## src/rtl/ahb_pkg.sv

```systemverilog
// Shared AHB-Lite encodings, slave FSM state type and byte-lane helpers.
package ahb_pkg;

  localparam logic [1:0] HTRANS_IDLE   = 2'b00;
  localparam logic [1:0] HTRANS_BUSY   = 2'b01;
  localparam logic [1:0] HTRANS_NONSEQ = 2'b10;
  localparam logic [1:0] HTRANS_SEQ    = 2'b11;

  localparam logic [2:0] HSIZE_BYTE = 3'b000;
  localparam logic [2:0] HSIZE_HALF = 3'b001;
  localparam logic [2:0] HSIZE_WORD = 3'b010;

  localparam logic HRESP_OKAY  = 1'b0;
  localparam logic HRESP_ERROR = 1'b1;

  // IDLE: no data phase pending, or the completing cycle of one.
  // WAIT: inserting wait states. ERR1: first cycle of the ERROR response.
  typedef enum logic [1:0] {
    IDLE = 2'd0,
    WAIT = 2'd1,
    ERR1 = 2'd2
  } slave_state_e;

  // Little-endian byte enables for a transfer of the given size at addr_lo.
  function automatic logic [3:0] byte_enable(input logic [2:0] size,
                                             input logic [1:0] addr_lo);
    logic [3:0] be;
    be = 4'b0000;
    case (size)
      HSIZE_BYTE: be = 4'b0001 << addr_lo;
      HSIZE_HALF: be = addr_lo[1] ? 4'b1100 : 4'b0011;
      HSIZE_WORD: be = 4'b1111;
      default:    be = 4'b0000;
    endcase
    return be;
  endfunction

  // Unsupported size, or a half/word transfer not aligned to its size.
  function automatic logic transfer_illegal(input logic [2:0] size,
                                            input logic [1:0] addr_lo);
    logic bad;
    bad = 1'b0;
    case (size)
      HSIZE_BYTE: bad = 1'b0;
      HSIZE_HALF: bad = addr_lo[0];
      HSIZE_WORD: bad = (addr_lo != 2'b00);
      default:    bad = 1'b1;
    endcase
    return bad;
  endfunction

endpackage

```

## src/rtl/ahb_byte_ram.sv

```systemverilog
// DEPTH x 32 word memory: asynchronous read, byte-enable synchronous write,
// asynchronous clear of every word on reset.
module ahb_byte_ram #(
  parameter int DEPTH = 16,
  parameter int AW    = $clog2(DEPTH)
) (
  input  logic          clk,
  input  logic          rst,
  input  logic          we,
  input  logic [3:0]    be,
  input  logic [AW-1:0] addr,
  input  logic [31:0]   wdata,
  output logic [31:0]   rdata
);

  logic [31:0] mem [DEPTH];

  // Clear on reset; otherwise update only the enabled byte lanes.
  always_ff @(posedge clk or posedge rst) begin
    if (rst) begin
      for (int i = 0; i < DEPTH; i++) begin
        mem[i] <= '0;
      end
    end else if (we) begin
      for (int b = 0; b < 4; b++) begin
        if (be[b]) begin
          mem[addr][8*b +: 8] <= wdata[8*b +: 8];
        end
      end
    end
  end

  assign rdata = mem[addr];

endmodule

```

## src/rtl/ahb_slave_mem.sv

```systemverilog
// AHB-Lite memory slave with configurable wait states and a two-cycle ERROR.
//
// Handshake: an address phase is taken on a rising edge where
// hsel & hready_in & htrans[1]. Its data phase ends in the first cycle with
// hreadyout=1 (the completing cycle); read data is valid only there and a
// write commits on the edge that ends it. A new address phase may be taken
// in that same completing cycle, so transfers pipeline with no idle gap.
module ahb_slave_mem
  import ahb_pkg::*;
#(
  parameter int ADDR_W      = 32,
  parameter int DEPTH       = 16,
  parameter int WAIT_STATES = 0
) (
  input  logic              hclk,
  input  logic              hreset,
  input  logic              hsel,
  input  logic [ADDR_W-1:0] haddr,
  input  logic [1:0]        htrans,
  input  logic              hwrite,
  input  logic [2:0]        hsize,
  input  logic [31:0]       hwdata,
  input  logic              hready_in,
  output logic [31:0]       hrdata,
  output logic              hreadyout,
  output logic              hresp,
  output slave_state_e      dbg_state
);

  localparam int AW = $clog2(DEPTH);
  localparam logic [2:0] WAIT_LOAD = 3'((WAIT_STATES > 0) ? (WAIT_STATES - 1) : 0);

  slave_state_e  state, state_nx;
  logic [2:0]    wait_cnt, wait_cnt_nx;

  logic          cap_valid;
  logic [AW-1:0] cap_off;
  logic          cap_write;
  logic          cap_err;
  logic [3:0]    cap_be;

  logic          accept;
  logic          addr_err;
  logic          ready_cycle;
  logic          complete;
  logic          ram_we;
  logic [31:0]   ram_rdata;
  logic          unused_bits;

  assign accept      = hsel & hready_in & htrans[1];
  assign addr_err    = transfer_illegal(hsize, haddr[1:0]);
  assign ready_cycle = (state == IDLE);
  assign complete    = ready_cycle & cap_valid;
  assign ram_we      = complete & cap_write & ~cap_err;
  assign unused_bits = ^{haddr[ADDR_W-1:AW+2], htrans[0]};

  // Next-state and wait-count logic.
  always_comb begin
    state_nx    = state;
    wait_cnt_nx = wait_cnt;
    case (state)
      IDLE: begin
        if (accept) begin
          if (addr_err) begin
            state_nx = ERR1;
          end else if (WAIT_STATES > 0) begin
            state_nx    = WAIT;
            wait_cnt_nx = WAIT_LOAD;
          end
        end
      end
      WAIT: begin
        if (wait_cnt == 3'd0) begin
          state_nx = IDLE;
        end else begin
          wait_cnt_nx = wait_cnt - 3'd1;
        end
      end
      ERR1:    state_nx = IDLE;
      default: state_nx = IDLE;
    endcase
  end

  // State register and wait counter.
  always_ff @(posedge hclk or posedge hreset) begin
    if (hreset) begin
      state    <= IDLE;
      wait_cnt <= 3'd0;
    end else begin
      state    <= state_nx;
      wait_cnt <= wait_cnt_nx;
    end
  end

  // Address-phase capture; only ready cycles can end or start a data phase.
  always_ff @(posedge hclk or posedge hreset) begin
    if (hreset) begin
      cap_valid <= 1'b0;
      cap_off   <= '0;
      cap_write <= 1'b0;
      cap_err   <= 1'b0;
      cap_be    <= 4'b0000;
    end else if (ready_cycle) begin
      cap_valid <= accept;
      if (accept) begin
        cap_off   <= haddr[AW+1:2];
        cap_write <= hwrite;
        cap_err   <= addr_err;
        cap_be    <= byte_enable(hsize, haddr[1:0]);
      end
    end
  end

  ahb_byte_ram #(
    .DEPTH (DEPTH),
    .AW    (AW)
  ) u_ram (
    .clk   (hclk),
    .rst   (hreset),
    .we    (ram_we),
    .be    (cap_be),
    .addr  (cap_off),
    .wdata (hwdata),
    .rdata (ram_rdata)
  );

  assign hreadyout = ready_cycle;
  assign hresp     = (state == ERR1) | (complete & cap_err);
  assign hrdata    = (complete & ~cap_write & ~cap_err) ? ram_rdata : 32'h0;
  assign dbg_state = state;

endmodule
```

## config.mk

```make
export PLATFORM = sky130hd
export DESIGN_NAME = ahb_slave_mem
export DESIGN_NICKNAME = d
export VERILOG_FILES = /design/src/rtl/ahb_pkg.sv /design/src/rtl/ahb_byte_ram.sv /design/src/rtl/ahb_slave_mem.sv
export SDC_FILE = /design/constraint.sdc
export NUM_CORES = 1
export LEC_CHECK = 0
export ABC_AREA = 1
export ABC_CLOCK_PERIOD_IN_PS = 22000
export CAP_MARGIN = 20
export CELL_PAD_IN_SITES_DETAIL_PLACEMENT = 2
export CELL_PAD_IN_SITES_GLOBAL_PLACEMENT = 2
export CORE_ASPECT_RATIO = 1.4
export CORE_MARGIN = 10
export CORE_UTILIZATION = 36
export DETAILED_ROUTE_END_ITERATION = 8
export GPL_TIMING_DRIVEN = 0
export HOLD_SLACK_MARGIN = 0.06
export PLACE_DENSITY = 0.8
export SLEW_MARGIN = 20
export SYNTH_ARGS = -nofsm -noshare
export SYNTH_HDL_FRONTEND = slang
export SYNTH_SLANG_ARGS = --single-unit
export TNS_END_PERCENT = 10
```

## constraint.sdc

```tcl
create_clock -name hclk -period 22 [get_ports hclk]
set_input_delay 2.2 -clock hclk [delete_from_list [all_inputs] [get_ports hclk]]
set_output_delay 2.2 -clock hclk [all_outputs]
set_load 0.03 [all_outputs]
```

==> Yosys cells after proc, flatten, opt, wreduce, memory -nomap -nowiden <==
Cells that the tools add are included.
{ "classes": {"n_mux": 30, "bitwise": 13, "add_sub_neg": 1, "n_lt_le_gt_ge": 2, "eq_ne": 7, "n_reduce_logical": 8, "shifts": 1} }
{ "ops": {"columns": ["operator", "n"], "rows": [
  ["512-bit two-way mux", 7],
  ["512-bit bitwise mux", 4],
  ["32-bit demux with 4-bit select", 4],
  ["32-bit binary-select mux with 4-bit select", 1],
  ["32-bit two-way mux", 4],
  ["24-bit two-way mux", 1],
  ["16-bit two-way mux", 1],
  ["4-bit one-hot mux with 3 select lines", 1],
  ["1-bit AND", 8],
  ["8-bit two-way mux", 1],
  ["3-bit logical NOT", 2],
  ["2-bit two-way mux", 3],
  ["2-bit != test, second input constant", 3],
  ["5-bit >= comparator, second input constant", 1],
  ["5-bit by 1-bit less-than comparator with 1-bit output, second input constant", 1],
  ["4-bit inverter with 5-bit output", 1],
  ["4-bit two-way mux", 1],
  ["2-bit one-hot mux with 2 select lines", 1],
  ["2-bit AND reduction", 2],
  ["1-bit by 2-bit left shift with 4-bit output, first input constant", 1],
  ["3-bit by 1-bit == test with 1-bit output, second input constant", 1],
  ["3-bit by 2-bit == test with 1-bit output, second input constant", 1],
  ["1-bit inverter", 3],
  ["1-bit one-hot mux with 3 select lines", 1],
  ["8 further kinds", 8]
]} }
{ "word_totals": {"reg_bits": 528} }

==> Logic depth before layout (Yosys ltp) <==
Gate-level depths: netlist of the first run.
{ "logic_depth": {"ltp_word": 16, "mapped_depth": 12, "ltp_nobuf": 9} }

==> Modules after synthesis <==
From an unflattened synthesis of the first run, not the netlist that was laid out.
{ "hier_totals": {"cells_unflattened": 3461, "area_unflattened_um2": 25074.0} }
{ "by_module_without_submodules": {"columns": ["mod", "cells_per_inst", "instances", "area_per_inst_um2"], "rows": [
  ["ahb_byte_ram", 3310, 1, 24134.4],
  ["ahb_slave_mem", 151, 1, 939.7]
]} }

==> Least setup slack after synthesis of the first run <==
No wires, ideal clock.
{ "synth_timing": {"kind": "flip-flop to output port", "from": "reg cap_off[0]", "to": "out hrdata[10]", "required_time_ns": 19.800, "path_stages_with_launch": 13, "path_slack_ns": 18.038, "arrival_time_ns": 1.762, "path_buffers": 3, "path_cell_list": "dfrtp_1 buf_2 clkinv_2 buf_2 clkbuf_1 nand2_1 nand2_1 nand2_1 nand2_1 nand2_1 nand2_1 nor2_1 nor2_1"} }
{ "synth_via": {"elab_chain_len": 5} }
{ "synth_rtl": {"columns": ["item", "line", "rtl"], "rows": [
  ["from (decl)", "ahb_slave_mem.sv:37", "logic [AW-1:0] cap_off;"],
  ["from (signal assigned)", "ahb_slave_mem.sv:106", "cap_off <= haddr[AW+1:2];"],
  ["4-bit inverter with 5-bit output (not written as such)", "ahb_byte_ram.sv:33", "assign rdata = mem[addr];"],
  ["32-bit binary-select mux with 4-bit select", "ahb_byte_ram.sv:33", null],
  ["32-bit two-way mux (not written as such) (2 in a row)", "ahb_byte_ram.sv:33", null],
  ["32-bit two-way mux", "ahb_slave_mem.sv:129", "assign hrdata = (complete & ~cap_write & ~cap_err) ? ram_rdata : 32'h0;"],
  ["to (decl)", "ahb_slave_mem.sv:24", "output logic [31:0] hrdata,"]
]} }
Every way passes these cells. The select of a mux whose other input is x is not followed.

==> Worst setup path after layout of the first run <==
{ "layout_timing": {"from": "reg cap_off[1]", "to": "out hrdata[24]"} }
The elaborated chain is that of the path after synthesis.

==> run metrics, run 1 <==
status finished, final reports clean; Pre-antenna DRT Iters 5; CTS tree built; Hold Buf Count CTS 0; Final TNS setup 0 ps; Mapped Cells ~3300; area grow syn2layout 16.4%; vias in the first global route around 27000; DP Worst Slack approximately 16000 ps; commonest non-fill, non-tap cells in the layout nand2_1 (1896), dfrtp_1 (524), o21ai_0 (468); routed vias/inst 5.24; Post-DRT Antenna Nets 0; quantity of gates resized following cts 0; Die Wd between 200 and 250 um; pin count of the biggest net entering global routing around 100; wire per inst 23.7 um; number of synthesized register bits 524; HP Class flop to flop; clk sink count around 520; CP max-delay cell clkbuf_1; worst-path fanout max 10; CTS H-tree lvls 2; die area about 81000 sq um; setup slack after layout between 15000 and 20000 ps; f_max about 160 MHz; RSZ-0062 raised after global routing false; startpoint types flop; synthesized area between 20000 and 30000 sq um; Yosys top cell area share a little over half; Tmin final 6300 ps; area of placed instances between 20000 and 30000 sq um; std cell rows about 110; initial antenna violation count 3; Lkg Pwr around 16 nW; Bufs and invs on worst path 3; Slew Limit Fails 0; clock root cell clkbuf_16; I/O pins 110; sequential fraction of the synthesis area between 50% and 60%; Worst Setup End Kind output port; Cell variety after synth 26; grt ovf 0; cell chain of the critical path clkbuf_1, clkbuf_1, nand2_1, nand2_1, nand2_1, nand2_1, nor2_1, nor2_1, clkdlybuf4s50_1; syn_nets ~3400; Buffers on Ports slightly above 80; setup bufs post-CTS 0; CTS max path bufs 3; Die Span Y 332 um; clock transition at the registers of the reported paths approximately 60 ps; final hold vios 0; clock latency on the worst-skew pair around 650 ps; VDD IR max 0.0543 mV; placer's final routability congestion estimate between 0.8 and 0.9; core area 69000 sq um; Setup Skew ~16 ps; DRC viols 0; top cell type by total area after synthesis dfrtp_1; Critical Path RT about 20000 ps; CTS Buf Count 58; Worst slew margin 24.3%; ranking of synthesized cells by area dfrtp_1 (52%), nand2_1 (28%), o21ai_0 (9.4%); Final #Nets around 3600; final WL between 100 and 150 mm; 1st-iter DRT viols between 1000 and 1500; most common cell after layout, fill and taps aside nand2_1; delay-heaviest family, CP buffers and inverters; critical path's most frequent cell nand2_1; CP Class flop to output port; pwr/cell area 91.7 nW/um^2; Final Cell Area 29100 sq um; Max-Cap Viols 0; initial core utilization 36.2%; Final setup viols 0; mean area per synthesized cell 7.47 sq um; critical path data arrival time 4100 ps; GRT Overall Usage 26.0%; Final period util 28.6%; Via Count between 20000 and 25000; placed wire-length estimate between 70 and 80 mm; Crit path largest cell delay approximately 900 ps; count of warnings emitted by yosys 0; share of cells above drive strength 1 under 10%; first-pass GRT wire length 162 mm; Worst Max-Slew Pin Slew 1140 ps
[Yosys cell counts, drive strengths merged]
cell type  number
or2             1
o31ai           1
nand2        1942
nor2           92
nand3b          1
nand4           1
conb            1
buf            88
inv            53
o21ai         526
dfrtp         524
clkinv          1
a21oi           2
nand3           2
clkbuf        114
[metrics by stage]
stage	hold WS (ps)	utilization, %	power [W]	cells
after global placement	465	39.1	0.00163	4358
after floorplan	453	-	0.00140	3349
final	487	42.2	0.00267	4469
after global routing	500	42.2	0.00279	4468
after detailed placement	476	39.3	0.00166	4364
after CTS	491	42.2	0.00269	4468
[flip-flops by register name (all words and copies together) (netlist names)]
signal	cells
cap_valid	1
cap_write	1
cap_off	4
dbg_state	1
cap_be	4
u_ram.mem	512
cap_err	1
[logic make-up (layout without fill, tap and decap cells)]
logic type | after synthesis | after routing | synth area share [%]
flops | 524 | 524 | 52.4
compound gates | 529 | 529 | 10.7
other cells | 1 | 2 | 0.0150
buf+inv | 256 | 447 | 4.42
simple gates | 2039 | 2039 | 32.4
[layer usage]
| metal | track usage (%) | share of wire [%] |
|---|---|---|
| met3 | 3.15 | 3.1 |
| met4 | 13.1 | 5.3 |
| met1 | 28.0 | 39 |
| met5 | 0 | 0.012 |
| met2 | 49.1 | 53 |
[worst paths after layout]
check	start	cells after the start	end	slack [ps]
min	u_ram.mem[115]$_DFFE_PP0P_	2	u_ram.mem[115]$_DFFE_PP0P_	490
min in group asynchronous	hreset	2	u_ram.mem[83]$_DFFE_PP0P_	2140
max in group asynchronous	hreset	4	u_ram.mem[107]$_DFFE_PP0P_	18470
max	cap_off[1]$_DFFE_PP0P_	9	hrdata[24]	15700
max reg2reg	cap_off[0]$_DFFE_PP0P_	8	u_ram.mem[105]$_DFFE_PP0P_	19210
min reg2reg	u_ram.mem[115]$_DFFE_PP0P_	2	u_ram.mem[115]$_DFFE_PP0P_	490
[cell type report]
type / instances / area [sq um]
fill: 8106 / 39900
sequential: 524 / 13100
multi-input combinational: 2569 / 10800
clock buffer: 94 / 1810
tap: 928 / 1160
timing repair buffer: 87 / 960
buffer: 202 / 902
inverter: 54 / 211
clock inverter: 10 / 154
antenna: 1 / 2.50
[report_power, final]
part / leakage [nW] / internal, W / switching [W]
Clock: 0.967 / 0.000604 / 0.000417
Combinational: 10.4 / 0.000157 / 0.000461
Sequential: 4.67 / 0.00100 / 0.0000257
Total: 16.0 / 0.00176 / 0.000904
[worst register-to-register path: cells and delay by family (launching register included)]
kind,cells,cell delay [ps]
AOI/OAI and AO/OA,1,80
buffers and inverters,3,640
DFF,1,350
and+or+nand+nor,4,1580
No activity file was read; power rests on OpenSTA's default activity.
==> inputs of run 2 (changes only) <==
- ABC_CLOCK_PERIOD_IN_PS: 22000 -> 5250
- CORE_UTILIZATION: 36 -> 32
- PLACE_DENSITY: 0.8 -> 0.75
- clock period: 22 -> 5.25 ns (I/O delays scaled with it)
==> run metrics, run 2 (same netlist as run 1, synthesis figures left out) <==
die area between 80000 and 90000 sq um; final hold vios 0; Slew Limit Fails 0; most common cell after layout, fill and taps aside nand2_1; Tmin final between 4000 and 5000 ps; critical path data arrival time ~4000 ps; 1st-iter DRT viols about 1200; initial core utilization 32.2%; DP Worst Slack roughly 1400 ps; DRC viols 0; clock latency on the worst-skew pair between 600 and 700 ps; Lkg Pwr about 16 nW; CTS max path bufs 3; Die Span Y roughly 350 um; first-pass GRT wire length approximately 160 mm; Hold Buf Count CTS 0; Worst Max-Slew Pin Slew between 1000 and 1500 ps; Final setup viols 0; pin count of the biggest net entering global routing 34; Pint about 0.0073 W; P_sw about 0.0038 W; placer's final routability congestion estimate approximately 0.84; hold slack about 290 ps; setup slack after layout just under 700 ps; largest reg by FF count u_ram.mem; commonest non-fill, non-tap cells in the layout nand2_1 (1896), dfrtp_1 (524), o21ai_0 (468); CTS H-tree lvls 2; setup bufs post-CTS 0; Comb power frac 23.4%; Final period util 87.0%; Critical Path RT about 4700 ps; Max-Cap Viols 0; HP Class primary input to async pin; Final Cell Area between 20000 and 30000 sq um; Final TNS setup 0 ps; initial antenna violation count 0; grt ovf 0; routed vias/inst slightly above 5; clock transition at the registers of the reported paths around 70 ps; pwr/cell area roughly 380 nW/um^2; worst r2r path cells 6; Via Count about 23000; quantity of gates resized following cts 0; I/O pins 110; startpoint types flop; Final #Nets ~3600; share of cells above drive strength 1 7.85%; placed wire-length estimate 78.6 mm; max reg flops between 500 and 600; source of the critical timing path cap_off[0]$_DFFE_PP0P_; f_max between 200 and 250 MHz; Die Wd between 200 and 300 um; part of the power in registers 38.7%; final WL roughly 110 mm; Setup Skew between 20 and 25 ps; CTS tree built; CTS Buf Count 56; std cell rows between 100 and 150; vias in the first global route 26700; Pre-antenna DRT Iters 5; area grow syn2layout 17.6%; Switching Fraction 34.4%; VDD IR max 0.232 mV; RSZ-0062 raised after global routing false; Regs by FF count u_ram.mem: 512 flops, cap_be: 4 flops, cap_off: 4 flops; clock power share between 30% and 40%; area of placed instances roughly 27000 sq um; FF-to-FF Start cap_off[3]$_DFFE_PP0P_; antenna cells 0; CP Class flop to output port; wire per inst ~23 um; status finished, final reports clean; core area 77700 sq um; Worst slew margin between 20% and 30%; clk sink count 524; total power between 0.01 and 0.015 W; clock root cell clkbuf_16; GRT Overall Usage a little under a quarter; Buffers on Ports a little over 80; Post-DRT Antenna Nets 0; worst-path fanout max 10; Worst Setup End Kind output port
==> run 2: cell types whose count changed in the layout (fill, tap and decap cells not counted), sizes merged <==
cell / previous run / this run
clkbuf: 208 / 194
buf: 94 / 106
clkinv: 7 / 15
clkinvlp: 0 / 4
bufinv: 4 / 5
diode: 1 / 0
inv: 53 / 54
==> run 2: final timing paths <==
kind | endpoint | slack [ps]
max in group asynchronous | u_ram.mem[461]$_DFFE_PP0P_ | 3440
min in group hclk | cap_write$_DFFE_PP0P_ | 440
worst max register to register | u_ram.mem[201]$_DFFE_PP0P_ | 2380
worst max-delay path | hrdata[0] | 680
worst min register to register | u_ram.mem[118]$_DFFE_PP0P_ | 490
worst min-delay path | u_ram.mem[196]$_DFFE_PP0P_ | 290
==> run 2: final cells by class <==
class                           instances  area [sq um]
Inverter                               54           208
Sequential cell                       524         13100
Multi-Input combinational cell       2569         10800
Fill cell                            8976         48300
Buffer                                202           901
Tap cell                             1045          1310
Clock inverter                         24           260
Timing Repair Buffer                   99          1170
Clock buffer                           80          1650
==> run 2: critical path, stage by stage, from the launching register on <==
cell             delay (ps)
dfrtp_1                 330
buf_2                   240
buf_2                   350
buf_1                   830
nand2_1                 110
nand2_1                 120
nand2_1                  70
nand2_1                 160
nand2_1                  70
nand2_1                 110
nor2_1                   50
nor2_1                  200
clkdlybuf4s50_1         740
==> run 2: layer usage <==
layer | share of wire [%] | GRT usage, % | wire length (um) | vias to the layer above
met2 | 53 | 44.8 | 56600 | 367
met4 | 4.4 | 10.0 | 4650 | 0
met5 | 0 | 0 | 0 | -
met3 | 2.6 | 2.36 | 2720 | 214
met1 | 40 | 26.4 | 42400 | 12000
li1 | - | - | - | 10800
==> run 2: power by group through the flow <==
stage	sequential [W]	combinational (W)	clock [W]
after floorplan	0.00435	0.00152	0
after global placement	0.00437	0.00248	0
after detailed placement	0.00438	0.00259	0
after CTS	0.00431	0.00262	0.00431
after global routing	0.00433	0.00289	0.00445
final	0.00431	0.00260	0.00423
==> run 2: per-stage QoR <==
| stage | utilization [%] | cells |
|---|---|---|
| global route | 37.9 | 4597 |
| global placement | 34.9 | 4475 |
| detailed placement | 35.4 | 4493 |
| finish | 37.9 | 4597 |
| floorplan | - | 3349 |
| CTS | 37.9 | 4597 |
==> inputs of run 3 (changes only) <==
- CORE_UTILIZATION: 32 -> 34
- CTS_CLUSTER_SIZE: default -> 20
- DONT_BUFFER_PORTS: default -> 1
- PLACE_DENSITY: 0.75 -> 0.76
==> run metrics, run 3 (same netlist as run 1, synthesis figures left out) <==
core area between 70000 and 80000 sq um; std cell rows 117; clk sink count around 520; fin cells ~4400; Multi-input gate area roughly 11000 sq um; clock latency on the worst-skew pair between 600 and 700 ps; f_max around 240 MHz; GR Layer Usage met3 between 2 and 3%; Slew Limit Fails 0; clock transition at the registers of the reported paths around 60 ps; Tmin final about 4200 ps; met1 usage 27.3%; Comb power frac 22.6%; part of the power in registers about two fifths; Lkg Pwr 15.9 nW; commonest non-fill, non-tap cells in the layout nand2_1 (1896), dfrtp_1 (524), o21ai_0 (468); delay-heaviest family, CP buffers and inverters; worst-path fanout max 10; Worst Max-Slew Pin Slew between 1000 and 1500 ps; Final setup viols 0; Bufs and invs on worst path 4; Buffers on Ports 0; GRT Overall Usage about a quarter; P_sw ~0.0038 W; final hold vios 0; dpl cells ~4300; Switching Fraction approximately a third; die area around 85000 sq um; routed vias/inst just over 5; GR peak layer met2; critical path's most frequent cell nand2_1; Worst Setup End Kind output port; cell chain of the critical path buf_2, clkinv_2, buf_2, clkbuf_1, nand2_1, nand2_1, nand2_1, nand2_1, nand2_1, nand2_1, nor2_1, nor2_1; CTS max path bufs 3; area grow syn2layout 14.9%; VDD IR max 0.237 mV; Post-DRT Antenna Nets 0; CP max-delay cell clkbuf_1; critical path data arrival time 3640 ps; Worst slew margin between 20% and 30%; RSZ-0062 raised after global routing false; CTS Buf Count 57; Regs by FF count u_ram.mem: 512 flops, cap_be: 4 flops, cap_off: 4 flops; fill count between 8000 and 9000; CP Class flop to output port; vias in the first global route between 20000 and 30000; Max-Cap Viols 0; initial antenna violation count 0; Pint roughly 0.0075 W; pin count of the biggest net entering global routing 35; area of placed instances about 27000 sq um; max reg flops approximately 510; CTS tree built; grt ovf 0; placed wire-length estimate a little under 80 mm; antenna cells 0; 1st-iter DRT viols 1152; Pre-antenna DRT Iters 7; Via Count roughly 23000; placer's final routability congestion estimate ~0.85; Critical Path RT approximately 4700 ps; HP Class primary input to flop; first-pass GRT wire length 162 mm; initial core utilization between 30% and 40%; CTS H-tree lvls 2; Final period util about 79%; clock root cell clkbuf_16; DRC viols 0; Final Cell Area around 29000 sq um; Die Wd 249 um; Setup Skew 16.6 ps; pwr/cell area approximately 400 nW/um^2; wire per inst around 24 um; setup bufs post-CTS 0; final WL 106 mm; I/O pins between 100 and 150; met2 Usage GRT between 40% and 50%; Final TNS setup 0 ps; most common cell after layout, fill and taps aside nand2_1; share of cells above drive strength 1 roughly 8%; Reg area roughly 13000 sq um; Crit path largest cell delay roughly 620 ps; status finished, final reports clean; Final #Nets ~3500; startpoint types flop; clock power share around 39%; largest reg by FF count u_ram.mem; Die Span Y 341 um
==> run 3: cell types whose count changed in the layout (fill, tap and decap cells not counted), moves of 2 or more <==
| cell | change |
|---|---|
| clkdlybuf4s50_1 | -81 |
| buf_16 | +6 |
| clkbuf_8 | +6 |
| clkinv_2 | -6 |
| dlygate4sd3_1 | +5 |
| buf_12 | -4 |
| clkbuf_16 | +2 |
| clkinvlp_4 | -2 |
==> run 3: worst min-delay path, cell delays in order <==
cell	delay [ps]
o31ai_1	40
nand2_1	60
nand2_1	50
inv_1	50
==> run 3: worst paths after layout <==
check                                      startpoint                    endpoint  cells after the start  slack, ps
hold reg to reg            u_ram.mem[185]$_DFFE_PP0P_  u_ram.mem[185]$_DFFE_PP0P_                      2        480
min in group asynchronous                      hreset  u_ram.mem[196]$_DFFE_PP0P_                      2        270
setup reg to reg               cap_off[3]$_DFFE_PP0P_  u_ram.mem[204]$_DFFE_PP0P_                      5       2310
setup / recovery               cap_off[0]$_DFFE_PP0P_                  hrdata[24]                     12       1090
max in group asynchronous                      hreset  u_ram.mem[205]$_DFFE_PP0P_                      9       3190
hold / removal                               haddr[0]    dbg_state[1]$_DFFE_PP0P_                      4        130
==> run 3: per-stage QoR <==
| step | hold slack, ps | utilization [%] | power, W | setup WS [ps] |
|---|---|---|---|---|
| CTS | 97.2 | 39.4 | 0.0114 | 1030 |
| global placement | 464 | 36.0 | 0.00677 | -5480 |
| finish | 129 | 39.4 | 0.0113 | 1090 |
| detailed placement | 305 | 36.6 | 0.00691 | 1770 |
| global route | 141 | 39.4 | 0.0118 | 947 |
| floorplan | 453 | - | 0.00587 | -2400 |
==> run 3: final cells by class <==
cell class	count	share of cell area [%]
flip-flops and latches	524	45.6
multi-input cells	2569	37.6
clock buffers	89	6.22
well taps	952	4.14
plain buffers	202	3.13
repair buffers	25	1.72
clock inverters	17	0.862
inverters	54	0.723
==> run 3: routing by layer <==
layer / up-vias / wire (um)
met5: - / 0
met4: 0 / 4750
met3: 192 / 2470
met2: 306 / 56500
met1: 11900 / 42700
li1: 10600 / -
==> run 3: timing repair <==
action,in CTS,in global routing
gates resized for setup,0,0
hold buffers,5,0
hold endpoints to repair,66,0
endpoints found under the setup margin,0,0
==> run 3: power groups by stage <==
| stage | Clock (W) | Sequential [W] | Combinational, W |
|---|---|---|---|
| floorplan | 0 | 0.00435 | 0.00152 |
| global placement | 0 | 0.00437 | 0.00239 |
| detailed placement | 0 | 0.00438 | 0.00253 |
| CTS | 0.00450 | 0.00431 | 0.00257 |
| global route | 0.00465 | 0.00433 | 0.00283 |
| finish | 0.00443 | 0.00431 | 0.00256 |
